==> src/rtl/dcls_err_manager_if.sv <==
`default_nettype none
// ============================================================================
// Module      : dcls_err_manager_if
// Description : Control/status bundle between a DCLS comparator host and
//               the dcls_err_manager. The master drives enable, requests
//               and comparator flags; the slave returns comparator controls
//               and status flags.
// Revision    : 1.0 - initial release
// ============================================================================
interface dcls_err_manager_if;
    logic EN;
    logic BIST_REQ;
    logic FAULT_CLR;
    logic ERR_DCLS;
    logic ERR_DCLS_B;
    logic ENERR_DCLS;
    logic FIERR_DCLS;
    logic BIST_BUSY;
    logic BIST_DONE;
    logic BIST_PASS;
    logic FAULT;
    logic PAIR_ERR;

    modport master (
        output EN, BIST_REQ, FAULT_CLR, ERR_DCLS, ERR_DCLS_B,
        input  ENERR_DCLS, FIERR_DCLS, BIST_BUSY, BIST_DONE, BIST_PASS,
               FAULT, PAIR_ERR
    );

    modport slave (
        input  EN, BIST_REQ, FAULT_CLR, ERR_DCLS, ERR_DCLS_B,
        output ENERR_DCLS, FIERR_DCLS, BIST_BUSY, BIST_DONE, BIST_PASS,
               FAULT, PAIR_ERR
    );
endinterface
`default_nettype wire

==> src/rtl/dcls_err_manager.sv <==
`default_nettype none
// ============================================================================
// Module      : dcls_err_manager
// Description : Error manager for a dual-core lockstep comparator. Sequences
//               comparator enable, pipeline flush, fault monitoring and
//               fault-injection self-test; keeps sticky FAULT / PAIR_ERR.
//               Optional macro DCLS_ERR_MANAGER_PERIODIC_BIST_EN adds a
//               periodic auto self-test timer (BIST_PERIOD cycles).
// Revision    : 1.0 - initial release
// ============================================================================
module dcls_err_manager #(
    parameter int DATA_WIDTH  = 32,
    parameter int PIPE_LAT    = 1,
    parameter int BIST_PERIOD = 65536
) (
    input  logic               CLK,
    input  logic               RESET,
    dcls_err_manager_if.slave  bus
);
    localparam int c_CLR_CYCLES  = PIPE_LAT + 2;
    localparam int c_BIST_CYCLES = 2 * DATA_WIDTH + PIPE_LAT + 2;
    localparam int c_CNT_MAX     = (c_BIST_CYCLES > c_CLR_CYCLES) ? c_BIST_CYCLES : c_CLR_CYCLES;
    localparam int c_CNT_W       = $clog2(c_CNT_MAX + 1);
    localparam logic [c_CNT_W-1:0] c_CLR_LOAD  = c_CNT_W'(c_CLR_CYCLES);
    localparam logic [c_CNT_W-1:0] c_BIST_LOAD = c_CNT_W'(c_BIST_CYCLES);
    localparam logic [c_CNT_W-1:0] c_CNT_ONE   = c_CNT_W'(1);

    // Reject configurations that would make the counters meaningless.
    if (PIPE_LAT < 1 || DATA_WIDTH < 1 || BIST_PERIOD < 1) begin : g_param_check
        $error("dcls_err_manager: PIPE_LAT, DATA_WIDTH and BIST_PERIOD must be >= 1");
    end

    typedef enum logic [1:0] {
        S_IDLE     = 2'd0,
        S_CLEAR    = 2'd1,
        S_MONITOR  = 2'd2,
        S_BIST_RUN = 2'd3
    } t_state;

    t_state              r_state;
    t_state              w_state_nxt;
    logic [c_CNT_W-1:0]  r_cnt;
    logic [c_CNT_W-1:0]  w_cnt_nxt;
    logic                r_fault;
    logic                w_fault_nxt;
    logic                r_pass;
    logic                w_pass_nxt;
    logic                w_done_nxt;
    logic                r_done;
    logic                r_enerr;
    logic                r_fierr;
    logic                r_busy;
    logic                r_pair_prev;
    logic                r_pair_err;
    logic                w_err_sample;
    logic                w_pair_eq;
    logic                w_auto_bist;
    logic                w_bist_start;

    // A genuine mismatch: active-high flag set and its complement cleared.
    assign w_err_sample = bus.ERR_DCLS & ~bus.ERR_DCLS_B;
    assign w_pair_eq    = (bus.ERR_DCLS == bus.ERR_DCLS_B);
    assign w_bist_start = bus.BIST_REQ | w_auto_bist;

`ifdef DCLS_ERR_MANAGER_PERIODIC_BIST_EN
    localparam int c_TMR_W = $clog2(BIST_PERIOD + 1);
    localparam logic [c_TMR_W-1:0] c_TMR_LAST = c_TMR_W'(BIST_PERIOD - 1);
    logic [c_TMR_W-1:0] r_timer;

    assign w_auto_bist = (r_state == S_MONITOR) && (r_timer == c_TMR_LAST);

    // Auto self-test timer: counts only while staying in MONITOR.
    always_ff @(posedge CLK or posedge RESET) begin
        if (RESET)
            r_timer <= '0;
        else if (r_state != S_MONITOR || w_state_nxt != S_MONITOR)
            r_timer <= '0;
        else
            r_timer <= r_timer + 1'b1;
    end
`else
    assign w_auto_bist = 1'b0;
`endif

    // State, counter and sticky result registers.
    always_ff @(posedge CLK or posedge RESET) begin
        if (RESET) begin
            r_state <= S_IDLE;
            r_cnt   <= '0;
            r_fault <= 1'b0;
            r_pass  <= 1'b0;
        end else begin
            r_state <= w_state_nxt;
            r_cnt   <= w_cnt_nxt;
            r_fault <= w_fault_nxt;
            r_pass  <= w_pass_nxt;
        end
    end

    // Next-state logic; EN low overrides every other transition.
    always_comb begin
        w_state_nxt = r_state;
        w_cnt_nxt   = r_cnt;
        w_fault_nxt = r_fault;
        w_pass_nxt  = r_pass;
        w_done_nxt  = 1'b0;
        if (!bus.EN) begin
            w_state_nxt = S_IDLE;
            w_cnt_nxt   = '0;
        end else begin
            case (r_state)
                S_IDLE: begin
                    w_state_nxt = S_CLEAR;
                    w_cnt_nxt   = c_CLR_LOAD;
                end
                S_CLEAR: begin
                    // <= 1 also catches a zero count so the counter never wraps.
                    if (r_cnt <= c_CNT_ONE) begin
                        w_state_nxt = S_MONITOR;
                        w_cnt_nxt   = '0;
                    end else begin
                        w_cnt_nxt = r_cnt - 1'b1;
                    end
                end
                S_MONITOR: begin
                    if (w_bist_start) begin
                        w_state_nxt = S_BIST_RUN;
                        w_cnt_nxt   = c_BIST_LOAD;
                        w_fault_nxt = r_fault | w_err_sample;
                    end else if (bus.FAULT_CLR) begin
                        w_state_nxt = S_CLEAR;
                        w_cnt_nxt   = c_CLR_LOAD;
                        w_fault_nxt = 1'b0;
                    end else begin
                        w_fault_nxt = r_fault | w_err_sample;
                    end
                end
                S_BIST_RUN: begin
                    if (r_cnt <= c_CNT_ONE) begin
                        w_state_nxt = S_CLEAR;
                        w_cnt_nxt   = c_CLR_LOAD;
                        w_pass_nxt  = w_err_sample;
                        w_done_nxt  = 1'b1;
                    end else begin
                        w_cnt_nxt = r_cnt - 1'b1;
                    end
                end
                default: begin
                    w_state_nxt = S_IDLE;
                    w_cnt_nxt   = '0;
                end
            endcase
        end
    end

    // Registered output decode taken from the next state so outputs align with it.
    always_ff @(posedge CLK or posedge RESET) begin
        if (RESET) begin
            r_enerr <= 1'b0;
            r_fierr <= 1'b0;
            r_busy  <= 1'b0;
            r_done  <= 1'b0;
        end else begin
            r_enerr <= (w_state_nxt == S_MONITOR) || (w_state_nxt == S_BIST_RUN);
            r_fierr <= (w_state_nxt == S_BIST_RUN);
            r_busy  <= (w_state_nxt == S_BIST_RUN);
            r_done  <= w_done_nxt;
        end
    end

    // Pair-consistency monitor: two consecutive equal samples latch PAIR_ERR.
    always_ff @(posedge CLK or posedge RESET) begin
        if (RESET) begin
            r_pair_prev <= 1'b0;
            r_pair_err  <= 1'b0;
        end else begin
            r_pair_prev <= w_pair_eq;
            r_pair_err  <= r_pair_err | (r_pair_prev & w_pair_eq);
        end
    end

    assign bus.ENERR_DCLS = r_enerr;
    assign bus.FIERR_DCLS = r_fierr;
    assign bus.BIST_BUSY  = r_busy;
    assign bus.BIST_DONE  = r_done;
    assign bus.BIST_PASS  = r_pass;
    assign bus.FAULT      = r_fault;
    assign bus.PAIR_ERR   = r_pair_err;

endmodule
`default_nettype wire

==> src/flat_wrapper.sv <==
// flat-port wrapper written by rule: the top's interface ports become plain ports
module dcls_err_manager_flat 
#(
    parameter int DATA_WIDTH  = 32,
    parameter int PIPE_LAT    = 1,
    parameter int BIST_PERIOD = 65536
)
  (CLK, RESET, bus_EN, bus_BIST_REQ, bus_FAULT_CLR, bus_ERR_DCLS, bus_ERR_DCLS_B, bus_ENERR_DCLS, bus_FIERR_DCLS, bus_BIST_BUSY, bus_BIST_DONE, bus_BIST_PASS, bus_FAULT, bus_PAIR_ERR);
  dcls_err_manager_if bus_i ();
  input  logic CLK;
  input  logic RESET;
  input wire logic [$bits(bus_i.EN)-1:0] bus_EN;
  input wire logic [$bits(bus_i.BIST_REQ)-1:0] bus_BIST_REQ;
  input wire logic [$bits(bus_i.FAULT_CLR)-1:0] bus_FAULT_CLR;
  input wire logic [$bits(bus_i.ERR_DCLS)-1:0] bus_ERR_DCLS;
  input wire logic [$bits(bus_i.ERR_DCLS_B)-1:0] bus_ERR_DCLS_B;
  output wire logic [$bits(bus_i.ENERR_DCLS)-1:0] bus_ENERR_DCLS;
  output wire logic [$bits(bus_i.FIERR_DCLS)-1:0] bus_FIERR_DCLS;
  output wire logic [$bits(bus_i.BIST_BUSY)-1:0] bus_BIST_BUSY;
  output wire logic [$bits(bus_i.BIST_DONE)-1:0] bus_BIST_DONE;
  output wire logic [$bits(bus_i.BIST_PASS)-1:0] bus_BIST_PASS;
  output wire logic [$bits(bus_i.FAULT)-1:0] bus_FAULT;
  output wire logic [$bits(bus_i.PAIR_ERR)-1:0] bus_PAIR_ERR;
  assign bus_i.EN = bus_EN;
  assign bus_i.BIST_REQ = bus_BIST_REQ;
  assign bus_i.FAULT_CLR = bus_FAULT_CLR;
  assign bus_i.ERR_DCLS = bus_ERR_DCLS;
  assign bus_i.ERR_DCLS_B = bus_ERR_DCLS_B;
  assign bus_ENERR_DCLS = bus_i.ENERR_DCLS;
  assign bus_FIERR_DCLS = bus_i.FIERR_DCLS;
  assign bus_BIST_BUSY = bus_i.BIST_BUSY;
  assign bus_BIST_DONE = bus_i.BIST_DONE;
  assign bus_BIST_PASS = bus_i.BIST_PASS;
  assign bus_FAULT = bus_i.FAULT;
  assign bus_PAIR_ERR = bus_i.PAIR_ERR;
  dcls_err_manager #(.DATA_WIDTH(DATA_WIDTH), .PIPE_LAT(PIPE_LAT), .BIST_PERIOD(BIST_PERIOD)) u_core (.CLK(CLK), .RESET(RESET), .bus(bus_i));
endmodule
==> config.mk <==
export PLATFORM = sky130hd
export DESIGN_NAME = dcls_err_manager_flat
export DESIGN_NICKNAME = d
export VERILOG_FILES = /design/src/rtl/dcls_err_manager_if.sv /design/src/rtl/dcls_err_manager.sv /design/src/flat_wrapper.sv
export SDC_FILE = /design/constraint.sdc
export NUM_CORES = 1
export LEC_CHECK = 0
export BUFFER_PORTS_ARGS = -buffer_cell sky130_fd_sc_hd__buf_2
export CAP_MARGIN = 0
export CORE_UTILIZATION = 57
export DETAILED_ROUTE_END_ITERATION = 10
export PLACE_DENSITY = 0.87
export SYNTH_ARGS = -nofsm -noshare
export SYNTH_HDL_FRONTEND = slang
export SYNTH_SLANG_ARGS = --single-unit
==> constraint.sdc <==
create_clock -name CLK -period 3.9 [get_ports CLK]
set_input_delay 0.78 -clock CLK [delete_from_list [all_inputs] [get_ports CLK]]
set_output_delay 0.78 -clock CLK [all_outputs]
set_load 0.03 [all_outputs]
# [Yosys cells after proc, flatten, opt, wreduce, memory -nomap -nowiden]
# Cells that the tools add are included.
[word_totals] elab_cells=44 out_inout_bits=7 regBits=16
[classes] n_mux=17 reduce_logical=4 n_bitwise=5 n_lt_le_gt_ge=1 addsub=1 eq_ne=7
[ops] op="$mux 7" n=5
[ops] op="$pmux 7 s4" n=1
[ops] op="$mux 2" n=5
[ops] op="$eq 2x2->1 const B" n=4
[ops] op="$pmux 2 s4" n=1
[ops] op="$le 7x1->1 const B" n=1
[ops] op="$sub 7x1->7 const B" n=1
[ops] op="$mux 1" n=5
[ops] op="$ne 4x4->1 const B" n=1
[ops] op="$reduce_and 3->1" n=1
[ops] op="$and 1x1->1" n=2
[ops] op="$eq 2x1->1 const B" n=1
[ops] op="$logic_not 2->1" n=1
[ops] op="$or 1x1->1" n=2
[ops] op="$reduce_and 2->1" n=1
[ops] op="$eq 1x1->1" n=1
[ops] op="$logic_or 1x1->1" n=1
[ops] op="$not 1->1" n=1

# [Depth between registers and ports, before layout]
[depth] ltp_word=6 ltp_mapped=6 ltp_nobuf=6

# [Worst setup path after synthesis]
# No wires, ideal clock.
[synth_timing] path_kind="in2reg" from="input bus_EN" to="register u_core.r_cnt[5]" t_required_ns=3.831 setup_ns=0.069 path_slack_ns=1.967 t_arrival_ns=1.864 cell_stages=5 cell_sequence="clkbuf_1 nand2_1 a31o_2 or4_1 nand3_1"
[synth_via] elab_chain_len=1 elab_cells_between_ends=2
[synth_lines] element="start, declared" line="flat_wrapper.sv:12" rtl="input wire logic [$bits(bus_i.EN)-1:0] bus_EN;"
[synth_lines] element="$ne 4x4->1 (no line) / $mux 7 (equally long branches)"
[synth_lines] element="end signal, assigned" line="dcls_err_manager.sv:94" rtl="r_cnt <= w_cnt_nxt;"
[synth_lines] element="end, declared" line="dcls_err_manager.sv:42" rtl="logic [c_CNT_W-1:0] r_cnt;"
# Parallel ways exist; a longest one is shown, timed or not.
# A chain may end at the register's enable or synchronous reset.

# [Final worst setup path]
[layout_timing] from="register u_core.r_cnt[3]" to="register u_core.r_pass, in the netlist u_core.bus.BIST_PASS"
[layout_via] elab_chain_len=2
[layout_lines] element="$le 7x1->1" line="dcls_err_manager.sv:139" rtl="if (r_cnt <= c_CNT_ONE) begin"
[layout_lines] element="$reduce_and 3->1 (no line)"
[layout_lines] element="end signal, assigned" line="dcls_err_manager.sv:96" rtl="r_pass <= w_pass_nxt;"
[layout_lines] element="end, declared" line="dcls_err_manager.sv:46" rtl="logic r_pass;"
# Every way passes these cells.

==> results.json <==
{
  "ctsHtreeMaxLevel": 1,
  "die_x_um": 39.7,
  "fmaxAchievable_ghz": 0.519,
  "grt_max_degree": 17,
  "final_nets": 107,
  "syn_inst": 82,
  "synth_top_family_by_area": "simple AND/OR/NAND/NOR gates",
  "synth.most_common_cell": "dfrtp_1",
  "p_leak_uw": 0.000451,
  "fin_tns_setup_ps": 0,
  "grt_pass1_wl_um": 2180,
  "intPower_uw": 376,
  "relSlewSlack_pct": 55.3,
  "netlist_area_um2": 810,
  "track_usage_pct": 21.3,
  "cpLargestDelayFamily": "simple AND/OR/NAND/NOR gates",
  "cts-resized-gates": 0,
  "yosys.area_share.simple_pct": 23.8,
  "worstMarginPinSlew_ps": 665,
  "p_comb_share_pct": 44.7,
  "synth_edf_count": 0,
  "ant_nets": 0,
  "synthTopCellsByArea": "dfrtp_1 49%, ha_1 4.6%, nand2_1 4.2%",
  "finalWirelength_um": 1340,
  "coreArea_um2": 1320,
  "fp-row-count": 13,
  "root_buffer": "clkbuf_4",
  "antenna_found_initial": 0,
  "stdcell_area_um2": 900,
  "cp_cell_sequence": "nor4_1 -> nand4_1 -> nor2_1 -> mux2_2",
  "skew_ps": 3.19,
  "drtIter0Drc": 10,
  "yosys.area.top_type_share_pct": 49.5,
  "vias": 627,
  "placed_cell_area_um2": 877,
  "avgSynthCellArea_um2": 9.87,
  "rsz0062_at_grt": "no",
  "setup_violations": 0,
  "cp.arrival_ps": 2090,
  "max_stage_delay_ps": 560,
  "synth.distinct_cells": 33,
  "synthFlopType": "dfrtp_1",
  "grt_pass1_vias": 522,
  "postCtsSetupRepairBufs": 0,
  "postSynth.asyncResetShare_pct": 100,
  "synth-xor-area-share_pct": 1.08,
  "io_buffers": 13,
  "dp_slack_ps": 1900,
  "clkTransAtPathRegs_ps": 80,
  "insertion_delay_ps": 280,
  "routedWlPerCell_um": 12.1,
  "cts_buffer_depth": 2,
  "powerDensity_nw_per_um2": 720,
  "fp.dieArea_um2": 1570,
  "area_growth_pct": 11.1,
  "synthMuxAreaShare_pct": 2.63,
  "setup_ws_ps": 1970,
  "clkPwrFrac_pct": 12.7,
  "antenna-diode-count": 0,
  "ys_ff_latch": 16,
  "synth_compound_area_share_pct": 14.1,
  "p_sw_uw": 272,
  "required_ps": 4070,
  "hp-class": "reg2reg",
  "layout-drive-gt1-share_pct": 22.1,
  "crit_path_end_kind": "flop",
  "slew_viol_final": 0,
  "crit_buf_inv": 0,
  "n_fill_cell": 118,
  "initial_utilization_pct": 61.4,
  "synth_nets": 92,
  "fin_util_pct": 68.3,
  "numCtsBuffers": 3,
  "cap_viol_max_count": 0,
  "drc": 0,
  "hold_viol_final": 0,
  "overflow": 0,
  "globalplace.congestion": 0.795,
  "dp_hpwl_um": 1060,
  "worst-path-max-fanout": 6,
  "chipHeight_um": 39.7,
  "fin_crit_ps": 1930,
  "yosysTopAreaCell": "dfrtp_1",
  "max-vdd-ir-drop_uv": 416,
  "tritoncts": "built",
  "largest-register": "u_core.r_cnt",
  "status": "finished clean",
  "p_sw_share_pct": 42.0,
  "cp-start-kind": "flop",
  "seqPwrFrac_pct": 42.6,
  "yosysSeqAreaShare_pct": 49.5,
  "yosys_warnings": 0,
  "io_pins": 14,
  "clkSinkCount": 16,
  "synth_common_cells": "16 x dfrtp_1, 9 x nand2_1, 6 x nand3_1, 6 x nor2_1, 5 x inv_1",
  "viasPerCell": 5.70,
  "reg_top3": "u_core.r_cnt x7, u_core.r_state x2",
  "drtPass1Iterations": 4,
  "cp_slowest_cell": "nor4_1",
  "synth_fa_ha_area_share_pct": 4.64,
  "hold_buffers": 0,
  "largest_register_ffs": 7,
  "timing.final.crit_share_pct": 49.4,
  "place_inst": 107,
  "crit_type": "reg2reg",
  "finalNonFillerCells": 110
}
[final timing paths]
path	from	endpoint	slack, ps	cells after the start
worst min-delay path	u_core.bus.PAIR_ERR$_DFF_PP0_	u_core.bus.PAIR_ERR$_DFF_PP0_	450	1
worst max-delay path	u_core.r_cnt[3]$_DFFE_PP0P_	u_core.bus.BIST_PASS$_DFFE_PP0P_	1970	4
worst max register to register	u_core.r_cnt[3]$_DFFE_PP0P_	u_core.bus.BIST_PASS$_DFFE_PP0P_	1970	4
max in group asynchronous	RESET	u_core.r_cnt[6]$_DFFE_PP0P_	2970	2
worst min register to register	u_core.bus.PAIR_ERR$_DFF_PP0_	u_core.bus.PAIR_ERR$_DFF_PP0_	450	1
min in group asynchronous	RESET	u_core.bus.BIST_DONE$_DFF_PP0_	550	2
[stage by stage]
stage / power (µW) / hold WS [ps]
floorplan: 507 / 430
global placement: 563 / 435
detailed placement: 571 / 439
CTS: 652 / 458
global route: 707 / 485
finish: 648 / 453
[per-layer routing]
metal,up-vias,routed length (µm),GRT usage [%]
met5,-,0,0
met1,295,639,28.7
met2,12,644,31.1
met3,2,38,3.41
li1,318,-,-
met4,0,14,12.9
[cells in the final DEF (no fill, tap or decap), types with 2 or more instances in the layout]
cell type   n
a311oi_1    2
buf_2      13
o21bai_1    2
o21a_1      3
nor2_1      6
nand2_1     9
nand3_1     6
dfrtp_1    16
ha_1        3
inv_1       5
o21ai_0     4
clkbuf_4    3
nor3b_1     3
nor4_1      2
[cells by family (layout without fill, tap and decap cells)]
group           after synthesis  count (layout)
compound gates               16              16
xor+xnor                      1               1
fa+ha+maj                     3               3
buf+inv                       8              21
flops                        16              16
mux                           2               2
simple gates                 36              36
[final cells by class]
cell class,instances,area [µm²],area share (%)
tap,15,18.8,2.09
inverter,5,18.8,2.09
sequential,16,400,44.5
clock buffer,3,22.5,2.50
timing repair buffer,13,65.1,7.23
multi-input combinational,58,374,41.6
[power groups by stage]
stage          Combinational [µW]  Clock, µW  Sequential, µW
2_1_floorplan                 218          0             289
3_3_place_gp                  288          0             275
3_5_place_dp                  292          0             279
4_1_cts                       293       84.1             275
5_1_grt                       328       91.2             288
6_report                      290       82.3             276
No activity file was read; power rests on OpenSTA's default activity.
